[config.mk]
export PLATFORM = sky130hd
export DESIGN_NAME = uart_rx_fifo
export DESIGN_NICKNAME = d
export VERILOG_FILES = /design/src/rtl/uart_pkg.sv /design/src/rtl/uart_fifo_mem.sv /design/src/rtl/uart_rx_fifo.sv
export SDC_FILE = /design/constraint.sdc
export NUM_CORES = 1
export LEC_CHECK = 0
export BUFFER_PORTS_ARGS = -buffer_cell sky130_fd_sc_hd__buf_2
export CAP_MARGIN = 10
export CORE_MARGIN = 4
export CORE_UTILIZATION = 40
export CTS_BUF_LIST = sky130_fd_sc_hd__clkbuf_4 sky130_fd_sc_hd__clkbuf_8
export DETAILED_ROUTE_END_ITERATION = 16
export PLACE_DENSITY = 0.62
export REMOVE_ABC_BUFFERS = 1
export SKIP_LAST_GASP = 1
export SYNTH_ARGS = -nofsm -noshare
export SYNTH_HDL_FRONTEND = slang
export SYNTH_SLANG_ARGS = --single-unit
[constraint.sdc]
create_clock -name clk -period 2.75 [get_ports clk]
set_clock_uncertainty 0.15 [all_clocks]
set_input_delay 0.1375 -clock clk [delete_from_list [all_inputs] [get_ports clk]]
set_output_delay 0.1375 -clock clk [all_outputs]
set_load 0.02 [all_outputs]
[src/rtl/uart_pkg.sv]
// Shared UART definitions: receive-capture FSM states, FIFO sizing and
// helpers for the receive-path register word.
package uart_pkg;

    typedef enum logic [1:0] {
        CAP_IDLE = 2'd0,
        CAP_ACK  = 2'd1,
        CAP_WAIT = 2'd2
    } cap_state_e;

    localparam int RX_FIFO_DEPTH = 16;
    localparam int DATA_W        = 8;
    localparam int ENTRY_W       = DATA_W + 1;

    // Register view of a FIFO entry: {23'b0, parity_err, data[7:0]}.
    function automatic logic [31:0] rx_word(input logic [ENTRY_W-1:0] entry);
        return {{(32 - ENTRY_W){1'b0}}, entry};
    endfunction

endpackage

[src/rtl/uart_fifo_mem.sv]
// FIFO storage: one synchronous write port and an asynchronous read port.
// Contents are intentionally not reset; readers gate the output on occupancy.
module uart_fifo_mem #(
    parameter int DEPTH = 16,
    parameter int AW    = $clog2(DEPTH),
    parameter int WIDTH = 9
) (
    input  logic             clk,
    input  logic             wr_en,
    input  logic [AW-1:0]    wr_addr,
    input  logic [WIDTH-1:0] wr_data,
    input  logic [AW-1:0]    rd_addr,
    output logic [WIDTH-1:0] rd_data
);

    logic [WIDTH-1:0] mem [DEPTH];

    always_ff @(posedge clk) begin
        if (wr_en) begin
            mem[wr_addr] <= wr_data;
        end
    end

    assign rd_data = mem[rd_addr];

endmodule

[src/rtl/uart_rx_fifo.sv]
// UART receive FIFO: captures completed frames from the receiver with a
// done/ack handshake and presents them first-word fall-through to the host.
module uart_rx_fifo
    import uart_pkg::*;
#(
    parameter int DEPTH = RX_FIFO_DEPTH,
    parameter int AW    = $clog2(DEPTH)
) (
    input  logic          clk,
    input  logic          rst_n,
    input  logic          rx_done_i,
    input  logic [7:0]    rx_data_i,
    input  logic          parity_error_i,
    output logic          host_read_data_o,
    input  logic          rd_en_i,
    input  logic          flush_i,
    input  logic [AW:0]   thresh_i,
    output logic [31:0]   rd_data_o,
    output logic [AW:0]   count_o,
    output logic          empty_o,
    output logic          full_o,
    output logic          thresh_irq_o,
    output logic          underflow_o
);

    localparam logic [AW:0] FULL_COUNT = (AW + 1)'(DEPTH);

    cap_state_e         state;
    logic [AW-1:0]      wr_ptr;
    logic [AW-1:0]      rd_ptr;
    logic [AW:0]        count;
    logic               push;
    logic               pop;
    logic               wr_en;
    logic [ENTRY_W-1:0] head;

    assign empty_o = (count == '0);
    assign full_o  = (count == FULL_COUNT);

    // Full is judged on the registered count, so a pop from full only frees
    // the slot for the next cycle and the receiver keeps holding the frame.
    assign push  = (state == CAP_IDLE) && rx_done_i && !full_o;
    assign pop   = rd_en_i && !empty_o;
    assign wr_en = push && !flush_i;

    always_ff @(posedge clk or negedge rst_n) begin
        if (!rst_n) begin
            state            <= CAP_IDLE;
            host_read_data_o <= 1'b0;
        end else begin
            host_read_data_o <= 1'b0;
            case (state)
                CAP_IDLE: begin
                    if (push) begin
                        state            <= CAP_ACK;
                        host_read_data_o <= 1'b1;
                    end
                end
                CAP_ACK:  state <= CAP_WAIT;
                CAP_WAIT: begin
                    if (!rx_done_i) begin
                        state <= CAP_IDLE;
                    end
                end
                default:  state <= CAP_IDLE;
            endcase
        end
    end

    always_ff @(posedge clk or negedge rst_n) begin
        if (!rst_n) begin
            wr_ptr      <= '0;
            rd_ptr      <= '0;
            count       <= '0;
            underflow_o <= 1'b0;
        end else if (flush_i) begin
            wr_ptr      <= '0;
            rd_ptr      <= '0;
            count       <= '0;
            underflow_o <= 1'b0;
        end else begin
            if (wr_en) begin
                wr_ptr <= wr_ptr + AW'(1);
            end
            if (pop) begin
                rd_ptr <= rd_ptr + AW'(1);
            end
            count <= count + (AW + 1)'(wr_en) - (AW + 1)'(pop);
            if (rd_en_i && empty_o) begin
                underflow_o <= 1'b1;
            end
        end
    end

    uart_fifo_mem #(
        .DEPTH (DEPTH),
        .AW    (AW),
        .WIDTH (ENTRY_W)
    ) u_mem (
        .clk     (clk),
        .wr_en   (wr_en),
        .wr_addr (wr_ptr),
        .wr_data ({parity_error_i, rx_data_i}),
        .rd_addr (rd_ptr),
        .rd_data (head)
    );

    assign count_o      = count;
    assign rd_data_o    = empty_o ? 32'h0 : rx_word(head);
    assign thresh_irq_o = (thresh_i != '0) && (count >= thresh_i);

endmodule

==> reports/qor.tcl <==
set qor(routed_wl_um) 14500
set qor(rows) 47
set qor(hold_viol) 0
set qor(post-route-util) 0.494
set qor(fin_ws_ns) -0.0110
set qor(post_dp_cell_area_um2) 7520
set qor(netlist-cell-type-count) 38
set qor(report.final.setup_viol) 1
set qor(grt_max_degree) 28
set qor(max-clock-path-buffers) 2
set qor(setup-tns-final_ns) -0.0110
set qor(hold_worst_slack_ns) 0.199
set qor(grt_pass1_wl_um) 22400
set qor(routed_via_density) 5.07
set qor(yosys_warnings) 0
set qor(floorplan.initialDensity) 0.414
set qor(place_ws_ns) -0.142
set qor(flow.area_growth_from_synthesis_pct) 19.3
set qor(max_cap_viol_count) 0
set qor(timing.final.max_slew_violations) 0
set qor(timing.setup.critical_path_class) {flip-flop to flip-flop}
set qor(post-route-drc-count) 0
set qor(drt_first_iter_violations) 276
set qor(final_nets) 528
set qor(route.top_layer_used) {met4}
set qor(drive_above_1_share) 0.317
set qor(floorplan.die_area_um2) 19500
set qor(vias) 3675
set qor(r2r.worst_path.cells) 13
set qor(first_pass_iters) 4
set qor(ys_seq_elements) 161
set qor(run_status) {finished, violations left}
set qor(total_grt_usage) 0.154
set qor(buffer_ports.inserted) 37
set qor(required_time_of_the_worst_setup_path_ns) 2.93
set qor(grt-ovfl-total) 0
set qor(fmax_mhz) 362
set qor(wl_met1_um) 6070
set qor(cts_tree) {built}
set qor(period_utilization) 1.00
set qor(violations) {setup timing}
set qor(power_mw) 6.69
set qor(cts.sinks) 161
set qor(critical_path_peak_fanout) 2
set qor(antenna_cells_inserted) 0
set qor(post_synth.cell_area_avg_um2) 17.8
set qor(timing.hold.worst.class) {primary input to flip-flop}
set qor(wl_met3_um) 1000
set qor(powerDensity_nw_per_um2) 809
set qor(cts_root_buffer) {sky130_fd_sc_hd__clkbuf_8}
set qor(antenna_found_initial) 0
set qor(gp_congestion) 0.768
set qor(min_delay_path_depth) 5
set qor(insertion_delay_ns) 0.45
set qor(met2WireLength_um) 7230
set qor(start_kind) {flip-flop}
set qor(netlist_instances) 390
set qor(stdcell_area_um2) 8270
set qor(coreArea_um2) 16800
set qor(ys_seq_area_frac) 0.685
set qor(worstSetupEndpointType) {flip-flop}
set qor(crit_arrival_ns) 2.94
set qor(post_synth_instance_area_um2) 6930
set qor(detailed_place_hpwl_um) 9360
set qor(clk_transition_reported_paths_ns) 0.09
set qor(power.static_leakage_nw) 2.95
set qor(worstMarginPinSlew_ns) 0.755
set qor(fp.dieW_um) 140
set qor(grt_setup_unrepaired) {yes}
set qor(post-place-cells) 665
set qor(design.portCount) 61
set qor(grt_pass1_vias) 3922
set qor(peak_supply_drop_v) 0.000654
set qor(routed_wire_length_per_instance_um) 20.0
set qor(die_h_um) 140
set qor(worst_slew_margin_rel) 0.495
set qor(tritoncts.num_buffers) 17
set qor(post_layout_nonfiller_instances) 725
set qor(htreeDepth) 4
set qor(final_period_minus_worst_setup_slack_ns) 2.76
set qor(route.antenna.remaining_nets) 0
per-layer routing:
layer / vias up / global-route usage
met5: - / 0
met3: 10 / 0.0381
met4: 0 / 0.0510
met2: 117 / 0.245
li1: 1680 / -
met1: 1868 / 0.211
what timing repair did:
action / 4_1_cts / 5_1_grt
buffers inserted: 5 / 1
hold buffers: 23 / 0
endpoints found under the setup margin: 9 / 4
gates resized for setup: 13 / 4
pin swaps: 8 / 7
hold endpoints to repair: 178 / 0
placed cells by master, fill, tap and decap left out, types with 2 or more instances in the layout:
cell / count
sky130_fd_sc_hd__edfxtp_1: 144
sky130_fd_sc_hd__buf_4: 38
sky130_fd_sc_hd__buf_2: 37
sky130_fd_sc_hd__mux4_2: 31
sky130_fd_sc_hd__conb_1: 23
sky130_fd_sc_hd__dlygate4sd3_1: 23
sky130_fd_sc_hd__nor2_1: 17
sky130_fd_sc_hd__clkbuf_8: 17
sky130_fd_sc_hd__a211oi_1: 15
sky130_fd_sc_hd__dfrtp_1: 15
sky130_fd_sc_hd__ha_1: 13
sky130_fd_sc_hd__inv_1: 12
sky130_fd_sc_hd__mux2i_1: 12
sky130_fd_sc_hd__nor2b_1: 11
sky130_fd_sc_hd__nand3_1: 9
sky130_fd_sc_hd__nor3_1: 7
sky130_fd_sc_hd__and3_1: 6
sky130_fd_sc_hd__mux4_1: 5
sky130_fd_sc_hd__xor2_1: 5
sky130_fd_sc_hd__buf_12: 5
sky130_fd_sc_hd__a21oi_1: 4
sky130_fd_sc_hd__nand2_1: 4
sky130_fd_sc_hd__and2_1: 4
sky130_fd_sc_hd__inv_8: 4
sky130_fd_sc_hd__inv_2: 3
sky130_fd_sc_hd__xnor2_1: 3
sky130_fd_sc_hd__a211oi_2: 3
sky130_fd_sc_hd__ha_4: 3
sky130_fd_sc_hd__clkinv_4: 3
sky130_fd_sc_hd__inv_6: 3
sky130_fd_sc_hd__clkinvlp_4: 2
sky130_fd_sc_hd__nand2b_1: 2
sky130_fd_sc_hd__bufinv_16: 2
sky130_fd_sc_hd__clkinv_1: 2
report_power, final:
part	internal [mW]	switching, mW	total (mW)
clock	0.837	0.929	1.77
combinational	0.994	1.06	2.06
sequential	2.77	0.0991	2.87
state kept, by name, indices dropped and copies added, names as in the netlist:
name / flops
rd_ptr: 4
host_read_data_o: 1
state: 2
count_o: 5
wr_ptr: 4
u_mem.mem: 144
underflow_o: 1
logic make-up after synthesis:
kind of cell / synth area share
mux: 0.137
fa+ha+maj: 0.0318
compound gates: 0.0285
flops: 0.685
simple gates: 0.0552
other cells: 0.000541
xor+xnor: 0.0101
buf+inv: 0.0518
layout make-up:
| class | count | area [µm²] |
|---|---|---|
| repair buffers | 103 | 801 |
| clock buffers | 17 | 234 |
| clock inverters | 15 | 173 |
| fillers | 1410 | 8490 |
| multi-input cells | 192 | 1960 |
| well taps | 220 | 275 |
| inverters | 17 | 70.1 |
| flip-flops and latches | 161 | 4750 |
synthesized netlist by cell type:
cell type                   number  area (µm²)
sky130_fd_sc_hd__nor3_1          7        35.0
sky130_fd_sc_hd__or4_1           1        7.51
sky130_fd_sc_hd__mux4_2         31         698
sky130_fd_sc_hd__fa_1            1        20.0
sky130_fd_sc_hd__mux2i_1        12         120
sky130_fd_sc_hd__xor2_1          5        43.8
sky130_fd_sc_hd__nand2_1         4        15.0
sky130_fd_sc_hd__edfxtp_1      144        4320
sky130_fd_sc_hd__a21o_1          1        7.51
sky130_fd_sc_hd__nor3_2          1        10.0
sky130_fd_sc_hd__o211ai_1        1        7.51
sky130_fd_sc_hd__buf_6           4        45.0
sky130_fd_sc_hd__mux4_1          5         131
sky130_fd_sc_hd__nor3b_1         2        15.0
sky130_fd_sc_hd__dfrtp_1        17         425
sky130_fd_sc_hd__nand3_1         9        45.0
sky130_fd_sc_hd__buf_2           5        25.0
sky130_fd_sc_hd__inv_1          17        63.8
sky130_fd_sc_hd__and2_1          4        25.0
sky130_fd_sc_hd__and2_4          1        8.76
sky130_fd_sc_hd__or4b_4          1        13.8
sky130_fd_sc_hd__and3_1          6        37.5
sky130_fd_sc_hd__nor2_1         17        63.8
sky130_fd_sc_hd__a211oi_2        1        12.5
sky130_fd_sc_hd__conb_1          1        3.75
sky130_fd_sc_hd__nand2b_1        2        12.5
sky130_fd_sc_hd__ha_1           16         200
sky130_fd_sc_hd__nand3b_1        1        7.51
sky130_fd_sc_hd__o22ai_1         1        6.26
sky130_fd_sc_hd__nor2b_1        12        75.1
sky130_fd_sc_hd__a21oi_1         4        20.0
sky130_fd_sc_hd__nand4bb_1       1        11.3
sky130_fd_sc_hd__xnor2_1         3        26.3
sky130_fd_sc_hd__buf_4          27         203
sky130_fd_sc_hd__a211o_1         1        8.76
sky130_fd_sc_hd__clkbuf_1        6        22.5
sky130_fd_sc_hd__o21bai_1        1        7.51
sky130_fd_sc_hd__a211oi_1       17         128
path summary, 6_finish.rpt:
check | start | endpoint | slack (ns)
max in group asynchronous | rst_n | rd_ptr[1]$_DFFE_PN0P_ | 1.23
worst min register to register | state[1]$_DFFE_PN0P_ | state[0]$_DFFE_PN0P_ | 0.39
min in group asynchronous | rst_n | host_read_data_o$_DFF_PN0_ | 0.67
worst min-delay path | rd_en_i | count_o[1]$_DFF_PN0_ | 0.20
worst max register to register | count_o[2]$_DFF_PN0_ | count_o[4]$_DFF_PN0_ | -0.01
worst max-delay path | count_o[2]$_DFF_PN0_ | count_o[4]$_DFF_PN0_ | -0.01
worst max-delay path: stages, from the launching register on:
cell and delay (ns):
sky130_fd_sc_hd__dfrtp_1 0.40, sky130_fd_sc_hd__inv_2 0.08, sky130_fd_sc_hd__ha_4 0.13, sky130_fd_sc_hd__or4b_4 0.45, sky130_fd_sc_hd__and2_4 0.18, sky130_fd_sc_hd__ha_4 0.22, sky130_fd_sc_hd__inv_4 0.05, sky130_fd_sc_hd__ha_4 0.12
sky130_fd_sc_hd__inv_2 0.04, sky130_fd_sc_hd__fa_2 0.35, sky130_fd_sc_hd__nor2b_2 0.14, sky130_fd_sc_hd__o21bai_1 0.09, sky130_fd_sc_hd__a21oi_1 0.19, sky130_fd_sc_hd__nor3b_2 0.06
Note: power is estimated with default switching activity, not from simulation.
